--- config.mk ---
export PLATFORM = sky130hd
export DESIGN_NAME = ns_mode_controller
export DESIGN_NICKNAME = d
export VERILOG_FILES = /design/src/rtl/ns_mode_controller.sv
export SDC_FILE = /design/constraint.sdc
export NUM_CORES = 1
export LEC_CHECK = 0
export CAP_MARGIN = 20
export CORE_MARGIN = 2
export CORE_UTILIZATION = 60
export CTS_BUF_LIST = sky130_fd_sc_hd__clkbuf_8
export DETAILED_ROUTE_END_ITERATION = 7
export DONT_BUFFER_PORTS = 1
export GPL_TIMING_DRIVEN = 0
export PLACE_DENSITY = 0.76
export RECOVER_POWER = 50
export SETUP_SLACK_MARGIN = 0.02
export SYNTH_ARGS = -nofsm -noshare
export SYNTH_HDL_FRONTEND = slang
export SYNTH_SLANG_ARGS = --single-unit
--- constraint.sdc ---
create_clock -name CLK_3M -period 10.15 [get_ports CLK_3M]
set_clock_uncertainty 0.1 [all_clocks]
set_input_delay 2.5375 -clock CLK_3M [delete_from_list [all_inputs] [get_ports CLK_3M]]
set_output_delay 2.5375 -clock CLK_3M [all_outputs]
set_load 0.02 [all_outputs]
--- src/rtl/ns_mode_controller.sv ---
// Mode sequencer for the fifth-order noise-shaping modulator: start-up clear/settle,
// HDR/HSNR gain-mode switching with hysteresis, safe gain updates and run-length overload recovery.
module ns_mode_controller #(
  parameter int LEVEL_W       = 23,
  parameter int GAIN_W        = 24,
  parameter int HYST_CNT      = 64,
  parameter int SETTLE_CYCLES = 16,
  parameter int RUN_LIMIT     = 32
) (
  input  logic                      CLK_3M,
  input  logic                      reset,
  input  logic                      start,
  input  logic signed [LEVEL_W-1:0] data_i,
  input  logic                      ns_bit,
  input  logic        [LEVEL_W-2:0] cfg_thresh_hi,
  input  logic        [LEVEL_W-2:0] cfg_thresh_lo,
  input  logic signed [GAIN_W-1:0]  cfg_gain_pos,
  input  logic signed [GAIN_W-1:0]  cfg_gain_neg,
  input  logic                      cfg_load,
  output logic                      ns_enable,
  output logic                      ns_alpha,
  output logic signed [GAIN_W-1:0]  ns_gain_pos,
  output logic signed [GAIN_W-1:0]  ns_gain_neg,
  output logic                      ns_clear,
  output logic                      overload_flag,
  output logic        [2:0]         state_o
);

  typedef enum logic [2:0] {
    IDLE     = 3'd0,
    CLEAR    = 3'd1,
    SETTLE   = 3'd2,
    RUN_HDR  = 3'd3,
    RUN_HSNR = 3'd4,
    RECOVER  = 3'd5
  } state_t;

  localparam int SET_W = $clog2(SETTLE_CYCLES + 1);
  localparam int LOW_W = $clog2(HYST_CNT + 1);
  localparam int RUN_W = $clog2(RUN_LIMIT + 1);
  localparam logic [SET_W-1:0] SETTLE_LAST = SET_W'(SETTLE_CYCLES - 1);
  localparam logic [LOW_W-1:0] LOW_LAST    = LOW_W'(HYST_CNT - 1);
  localparam logic [RUN_W-1:0] RUN_MAX     = RUN_W'(RUN_LIMIT);
  localparam logic [RUN_W-1:0] RUN_ONE     = RUN_W'(1);

  state_t             state, state_nxt;
  logic               alpha_nxt, enable_nxt, clear_nxt, flag_nxt;
  logic [SET_W-1:0]   settle_cnt, settle_nxt;
  logic [LOW_W-1:0]   low_cnt, low_nxt;
  logic [RUN_W-1:0]   run_cnt, run_nxt, run_inc;
  logic               prev_bit, unstable;
  logic signed [GAIN_W-1:0] pend_pos, pend_neg;
  logic               pend_valid, hold_gains, copy_en;
  logic [LEVEL_W-1:0] abs_full;
  logic [LEVEL_W-2:0] mag;

  // The most negative sample has no positive twin; it is clamped to full scale.
  assign abs_full = data_i[LEVEL_W-1] ? -data_i : data_i;
  assign mag      = abs_full[LEVEL_W-1] ? '1 : abs_full[LEVEL_W-2:0];

  assign run_inc  = (run_cnt != '0 && ns_bit == prev_bit)
                    ? ((run_cnt == RUN_MAX) ? run_cnt : run_cnt + 1'b1)
                    : RUN_ONE;
  assign unstable = (run_inc == RUN_MAX);

  // NOTE: every signal written here gets a default first, so no path can infer a latch.
  always_comb begin
    state_nxt  = state;
    alpha_nxt  = ns_alpha;
    flag_nxt   = overload_flag;
    settle_nxt = settle_cnt;
    low_nxt    = low_cnt;
    run_nxt    = run_cnt;
    if (!start) begin
      state_nxt  = IDLE;
      alpha_nxt  = 1'b0;
      flag_nxt   = 1'b0;
      settle_nxt = '0;
      low_nxt    = '0;
      run_nxt    = '0;
    end else begin
      unique case (state)
        IDLE: state_nxt = CLEAR;
        CLEAR: begin
          state_nxt  = SETTLE;
          alpha_nxt  = 1'b0;
          settle_nxt = '0;
        end
        SETTLE: begin
          if (settle_cnt >= SETTLE_LAST) begin
            state_nxt  = ns_alpha ? RUN_HSNR : RUN_HDR;
            settle_nxt = '0;
            low_nxt    = '0;
            run_nxt    = '0;
          end else begin
            settle_nxt = settle_cnt + 1'b1;
          end
        end
        RUN_HDR: begin
          run_nxt = run_inc;
          if (unstable) begin
            state_nxt = RECOVER;
            alpha_nxt = 1'b0;
            flag_nxt  = 1'b1;
            low_nxt   = '0;
            run_nxt   = '0;
          end else if (mag < cfg_thresh_lo) begin
            if (low_cnt >= LOW_LAST) begin
              state_nxt  = SETTLE;
              alpha_nxt  = 1'b1;
              settle_nxt = '0;
              low_nxt    = '0;
              run_nxt    = '0;
            end else begin
              low_nxt = low_cnt + 1'b1;
            end
          end else begin
            low_nxt = '0;
          end
        end
        RUN_HSNR: begin
          run_nxt = run_inc;
          if (unstable) begin
            state_nxt = RECOVER;
            alpha_nxt = 1'b0;
            flag_nxt  = 1'b1;
            low_nxt   = '0;
            run_nxt   = '0;
          end else if (mag >= cfg_thresh_hi) begin
            state_nxt  = SETTLE;
            alpha_nxt  = 1'b0;
            settle_nxt = '0;
            low_nxt    = '0;
            run_nxt    = '0;
          end
        end
        RECOVER: begin
          state_nxt = CLEAR;
          alpha_nxt = 1'b0;
        end
        default: begin
          state_nxt = IDLE;
          alpha_nxt = 1'b0;
        end
      endcase
    end
    enable_nxt = (state_nxt == SETTLE) || (state_nxt == RUN_HDR) || (state_nxt == RUN_HSNR);
    clear_nxt  = (state_nxt == CLEAR);
  end

  // Gains may only change while the HSNR loop is not using them; a coincident load bypasses pending.
  assign hold_gains = (state == RUN_HSNR && state_nxt == RUN_HSNR) || (state == SETTLE && ns_alpha);
  assign copy_en    = !hold_gains && (pend_valid || cfg_load);

  // NOTE: state is updated with non-blocking assignments so all registers see pre-edge values.
  always_ff @(posedge CLK_3M) begin
    if (reset) begin
      state         <= IDLE;
      ns_enable     <= 1'b0;
      ns_alpha      <= 1'b0;
      ns_clear      <= 1'b0;
      overload_flag <= 1'b0;
      ns_gain_pos   <= '0;
      ns_gain_neg   <= '0;
      settle_cnt    <= '0;
      low_cnt       <= '0;
      run_cnt       <= '0;
      prev_bit      <= 1'b0;
      pend_pos      <= '0;
      pend_neg      <= '0;
      pend_valid    <= 1'b0;
    end else begin
      state         <= state_nxt;
      ns_enable     <= enable_nxt;
      ns_alpha      <= alpha_nxt;
      ns_clear      <= clear_nxt;
      overload_flag <= flag_nxt;
      settle_cnt    <= settle_nxt;
      low_cnt       <= low_nxt;
      run_cnt       <= run_nxt;
      prev_bit      <= ns_bit;
      if (cfg_load) begin
        pend_pos <= cfg_gain_pos;
        pend_neg <= cfg_gain_neg;
      end
      if (copy_en) begin
        ns_gain_pos <= cfg_load ? cfg_gain_pos : pend_pos;
        ns_gain_neg <= cfg_load ? cfg_gain_neg : pend_neg;
      end
      if (cfg_load)     pend_valid <= !copy_en;
      else if (copy_en) pend_valid <= 1'b0;
    end
  end

  assign state_o = state;

endmodule

==> impl_metrics.xml <==
<?xml version="1.0" encoding="UTF-8"?>
<metrics>
  <group name="floorplanning">
    <metric name="fp-row-count" unit="">38</metric>
    <metric name="die_area" unit="sq mm">0.0123</metric>
    <metric name="die_y" unit="microns">111</metric>
    <metric name="top_level_ports" unit="">175</metric>
    <metric name="core" unit="sq mm">0.0110</metric>
    <metric name="fp.dieW" unit="microns">111</metric>
    <metric name="initial_core_utilization" unit="%">62.2</metric>
  </group>
  <group name="yosys">
    <metric name="library_cell_occupying_the_most_area_in_the_post_synthesis_netlist" unit="">dfxtp_1</metric>
    <metric name="area_fraction_of_the_dominant_cell_type_after_synthesis" unit="%">36.0</metric>
    <metric name="async_set_or_reset_register_ratio_after_synthesis" unit="%">0</metric>
    <metric name="synthMostInstantiatedCell" unit="">dfxtp_1</metric>
    <metric name="synthSimpleGateAreaFrac" unit="%">18.5</metric>
    <metric name="synth_top_cells_by_count" unit="">dfxtp_1, nor2_1, inv_1</metric>
    <metric name="ys_seq_elements" unit="">123</metric>
    <metric name="main_combinational_cell_family_by_area_after_synthesis" unit="">simple AND/OR/NAND/NOR gates</metric>
    <metric name="ys_top_cells_by_area" unit="">dfxtp_1, ha_1, mux2i_1, nor2b_1, mux2_4</metric>
    <metric name="synth_edf_count" unit="">0</metric>
    <metric name="mapped_cells" unit="">741</metric>
    <metric name="post_synth_instance_area" unit="sq mm">0.00683</metric>
    <metric name="synth_cell_types" unit="">65</metric>
    <metric name="synth_xor_xnor_area_share" unit="%">2.31</metric>
    <metric name="postSynthAreaPerCell" unit="sq um">9.22</metric>
    <metric name="synth_compound_area_share" unit="%">12.2</metric>
    <metric name="post_synth_mux_area_share" unit="%">16.4</metric>
    <metric name="yosysWarnings" unit="">0</metric>
    <metric name="postSynthNetCount" unit="">910</metric>
    <metric name="ys_seq_area_share" unit="%">36.0</metric>
    <metric name="synth_ff_type" unit="">dfxtp_1</metric>
    <metric name="synthAdderAreaFrac" unit="%">8.97</metric>
  </group>
  <group name="place">
    <metric name="post-dp-hpwl" unit="microns">12300</metric>
    <metric name="place.port_buffers" unit="">0</metric>
    <metric name="gp_routability_congestion" unit="">0.966</metric>
    <metric name="place_inst" unit="">882</metric>
  </group>
  <group name="layout">
    <metric name="diodes" unit="">0</metric>
    <metric name="seq_area" unit="sq mm">0.00246</metric>
    <metric name="nNetsFinal" unit="">930</metric>
    <metric name="multi_input_area" unit="sq mm">0.00399</metric>
    <metric name="filler_cell_count" unit="">896</metric>
    <metric name="syn_to_final_growth" unit="%">9.30</metric>
    <metric name="final_util" unit="%">68.0</metric>
    <metric name="share_of_layout_cells_above_drive_strength_1" unit="%">10.9</metric>
    <metric name="finish.cell_count_without_fillers" unit="">914</metric>
  </group>
  <group name="clock_network">
    <metric name="clockBufferDepth" unit="">2</metric>
    <metric name="clock_tree.root_cell" unit="">clkbuf_8</metric>
    <metric name="h_tree_depth_reported_by_cts" unit="">4</metric>
    <metric name="post_cts.resized_instances" unit="">0</metric>
    <metric name="post_cts_hold_buffer_count" unit="">0</metric>
    <metric name="post_cts_buffers" unit="">0</metric>
    <metric name="cts_made_buffers" unit="">17</metric>
    <metric name="tritoncts" unit="">built</metric>
    <metric name="insertion_delay" unit="ps">430</metric>
    <metric name="clock_pin_slew_of_the_registers_on_the_worst_case_setup_and_hold_paths" unit="ps">70</metric>
    <metric name="numClockSinks" unit="">123</metric>
  </group>
  <group name="routing">
    <metric name="detail_route.vias_per_cell" unit="">5.92</metric>
    <metric name="totalWireLength" unit="microns">16100</metric>
    <metric name="first_iter_violations" unit="">348</metric>
    <metric name="drt_pass1_iterations" unit="">5</metric>
    <metric name="routed-via-count" unit="">5415</metric>
    <metric name="route.detailed.wl_per_inst" unit="microns">17.6</metric>
    <metric name="drc_violation_count_after_routing" unit="">0</metric>
    <metric name="antenna_violating_nets_post_route" unit="">0</metric>
  </group>
  <group name="setup_path">
    <metric name="worstSetupStartpointType" unit="">primary input</metric>
    <metric name="crit_slowest_cell" unit="">nor4b_1</metric>
    <metric name="crit_fanout" unit="">10</metric>
    <metric name="crit_type" unit="">in2reg</metric>
    <metric name="critPathArrivalTime" unit="ps">7510</metric>
    <metric name="critical_path.max_stage_delay" unit="ps">650</metric>
    <metric name="crit_required" unit="ps">10370</metric>
    <metric name="crit_path_cell_trace" unit="">inv_1 &gt; ha_1 &gt; nor3b_1 &gt; nand4_1 &gt; or3_1 &gt; clkbuf_1 &gt; inv_1 &gt; nand2_1 &gt; clkbuf_1 &gt; nand2_1 &gt; ha_1 &gt; a21oi_1 &gt; o21ai_0 &gt; a221oi_1 &gt; nand3_1 &gt; nor4b_1 &gt; o32ai_4 &gt; o221ai_2 &gt; buf_6 &gt; buf_12 &gt; mux2_4</metric>
    <metric name="cp-end-kind" unit="">flip-flop</metric>
  </group>
  <group name="global_route">
    <metric name="grt_max_degree" unit="">17</metric>
    <metric name="grt_usage" unit="%">26.0</metric>
    <metric name="antenna_violations_before_repair" unit="">0</metric>
    <metric name="first_global_vias" unit="">5458</metric>
    <metric name="grt_first_pass_wirelength" unit="microns">26200</metric>
    <metric name="global_route.overflow_total" unit="">0</metric>
  </group>
  <group name="flow_run">
    <metric name="number_of_maximum_capacitance_constraint_violations" unit="">0</metric>
  </group>
  <group name="sta">
    <metric name="timing.final.crit_period" unit="ps">7290</metric>
    <metric name="final_max_slew_viol_count" unit="">0</metric>
    <metric name="max_slew.worst_pin.slew" unit="ps">770</metric>
    <metric name="slew-limit-headroom" unit="%">48.3</metric>
    <metric name="max_freq" unit="MHz">137</metric>
    <metric name="final_worst_path_cycle_share" unit="%">71.8</metric>
    <metric name="setup_repair_after_global_routing_missed_its_margin" unit="">no</metric>
    <metric name="final.hold.worst_slack" unit="ps">406</metric>
    <metric name="setup-tns-final" unit="ps">0</metric>
    <metric name="timing.final.hold_violations" unit="">0</metric>
    <metric name="finalSetupViolCount" unit="">0</metric>
  </group>
  <group name="hold_path">
    <metric name="min_path_type" unit="">reg2reg</metric>
  </group>
  <group name="power_and_ir_drop">
    <metric name="leakagePower" unit="nW">3.40</metric>
    <metric name="vdd_ir_drop_max" unit="V">0.000176</metric>
    <metric name="power_per_cell_area" unit="mW/mm^2">157</metric>
  </group>
  <group name="run_status">
    <metric name="status" unit="">completed</metric>
  </group>
</metrics>
-- critical path, delay by kind of cell --
family          cells  cell delay [ps]
fa+ha+maj           2              420
compound gates      5             1090
simple gates        7             2080
buf+inv             6             1060
mux                 1              300
-- kinds of logic (layout without fill, tap and decap cells) --
family | after synthesis | in the layout
compound gates | 115 | 115
xor+xnor | 18 | 18
fa+ha+maj | 49 | 49
buf+inv | 89 | 122
flops | 123 | 123
mux | 98 | 98
simple gates | 249 | 249
-- placed cells by master, fill, tap and decap left out, types with 4 or more instances in the layout --
cell type | Yosys | layout
nand4_1 | 10 | 10
clkbuf_8 | 0 | 21
o211a_1 | 4 | 4
o2111ai_1 | 4 | 4
clkbuf_1 | 21 | 25
mux2i_1 | 49 | 49
bufinv_16 | 0 | 4
inv_1 | 56 | 57
nand2b_1 | 5 | 5
xor2_1 | 15 | 15
o211ai_1 | 5 | 5
mux2_4 | 20 | 20
nand2_1 | 48 | 48
a211oi_1 | 5 | 5
mux2_1 | 12 | 12
a21oi_1 | 26 | 26
a21o_1 | 5 | 5
mux2_2 | 17 | 17
ha_1 | 49 | 49
o21ai_0 | 20 | 20
a31oi_1 | 4 | 4
and3_1 | 8 | 8
o31ai_1 | 6 | 6
or3_1 | 5 | 5
nor4_1 | 7 | 7
nor2_1 | 74 | 74
nor2b_1 | 53 | 53
nand3_1 | 15 | 15
dfxtp_1 | 123 | 123
nor3_1 | 11 | 11
-- per-layer routing --
layer  wire length (microns)  vias to the layer above  GRT usage, %
met4                     256                        0          9.33
li1                        -                     2631             -
met3                    1080                       21          7.44
met5                       0                        -             0
met1                    6930                     2570          31.3
met2                    7840                      193          44.5
-- stage by stage --
| stage | total power [W] | cell area [sq um] | worst slack [ps] |
|---|---|---|---|
| floorplan | 0.000664 | 6830 | 3200 |
| global placement | 0.000690 | 7010 | 2180 |
| detailed placement | 0.000700 | 7010 | 2550 |
| CTS | 0.00118 | 7470 | 2960 |
| global route | 0.00122 | 7470 | 2520 |
| finish | 0.00118 | 7470 | 2860 |
-- state kept, by name, summed over array words and instances (netlist names) --
| signal | count |
|---|---|
| ns_gain_neg | 24 |
| ns_gain_pos | 24 |
| pend_neg | 24 |
| pend_pos | 24 |
| low_cnt | 7 |
| run_cnt | 6 |
| settle_cnt | 5 |
| state_o | 3 |
| ns_alpha | 1 |
| ns_clear | 1 |
| ns_enable | 1 |
| overload_flag | 1 |
| pend_valid | 1 |
| prev_bit | 1 |
-- path summary, 6_finish.rpt --
kind              cells after the start  slack, ps                     from                           to
setup / recovery                     21       2860                data_i[1]  ns_gain_pos[1]$_SDFFE_PP0P_
hold / removal                        2        410   pend_neg[1]$_SDFF_PP0_       pend_neg[1]$_SDFF_PP0_
setup reg to reg                     11       6410  run_cnt[0]$_SDFFE_PP0P_  ns_gain_pos[1]$_SDFFE_PP0P_
hold reg to reg                       2        410   pend_neg[1]$_SDFF_PP0_       pend_neg[1]$_SDFF_PP0_
-- layout make-up --
type / instances / area share, %
flip-flops and latches: 123 / 33.0
multi-input cells: 529 / 53.4
plain buffers: 33 / 2.31
clock buffers: 21 / 3.87
clock inverters: 11 / 2.23
well taps: 140 / 2.35
inverters: 56 / 2.81
repair buffers: 1 / 0.0670
-- where the power goes --
part | switching (W) | internal (W) | total (W)
Combinational | 0.0000873 | 0.0000713 | 0.000159
Clock | 0.000191 | 0.000293 | 0.000484
Sequential | 0.0000270 | 0.000507 | 0.000534
Total | 0.000305 | 0.000871 | 0.00118
(Power assumes the default switching activity.)
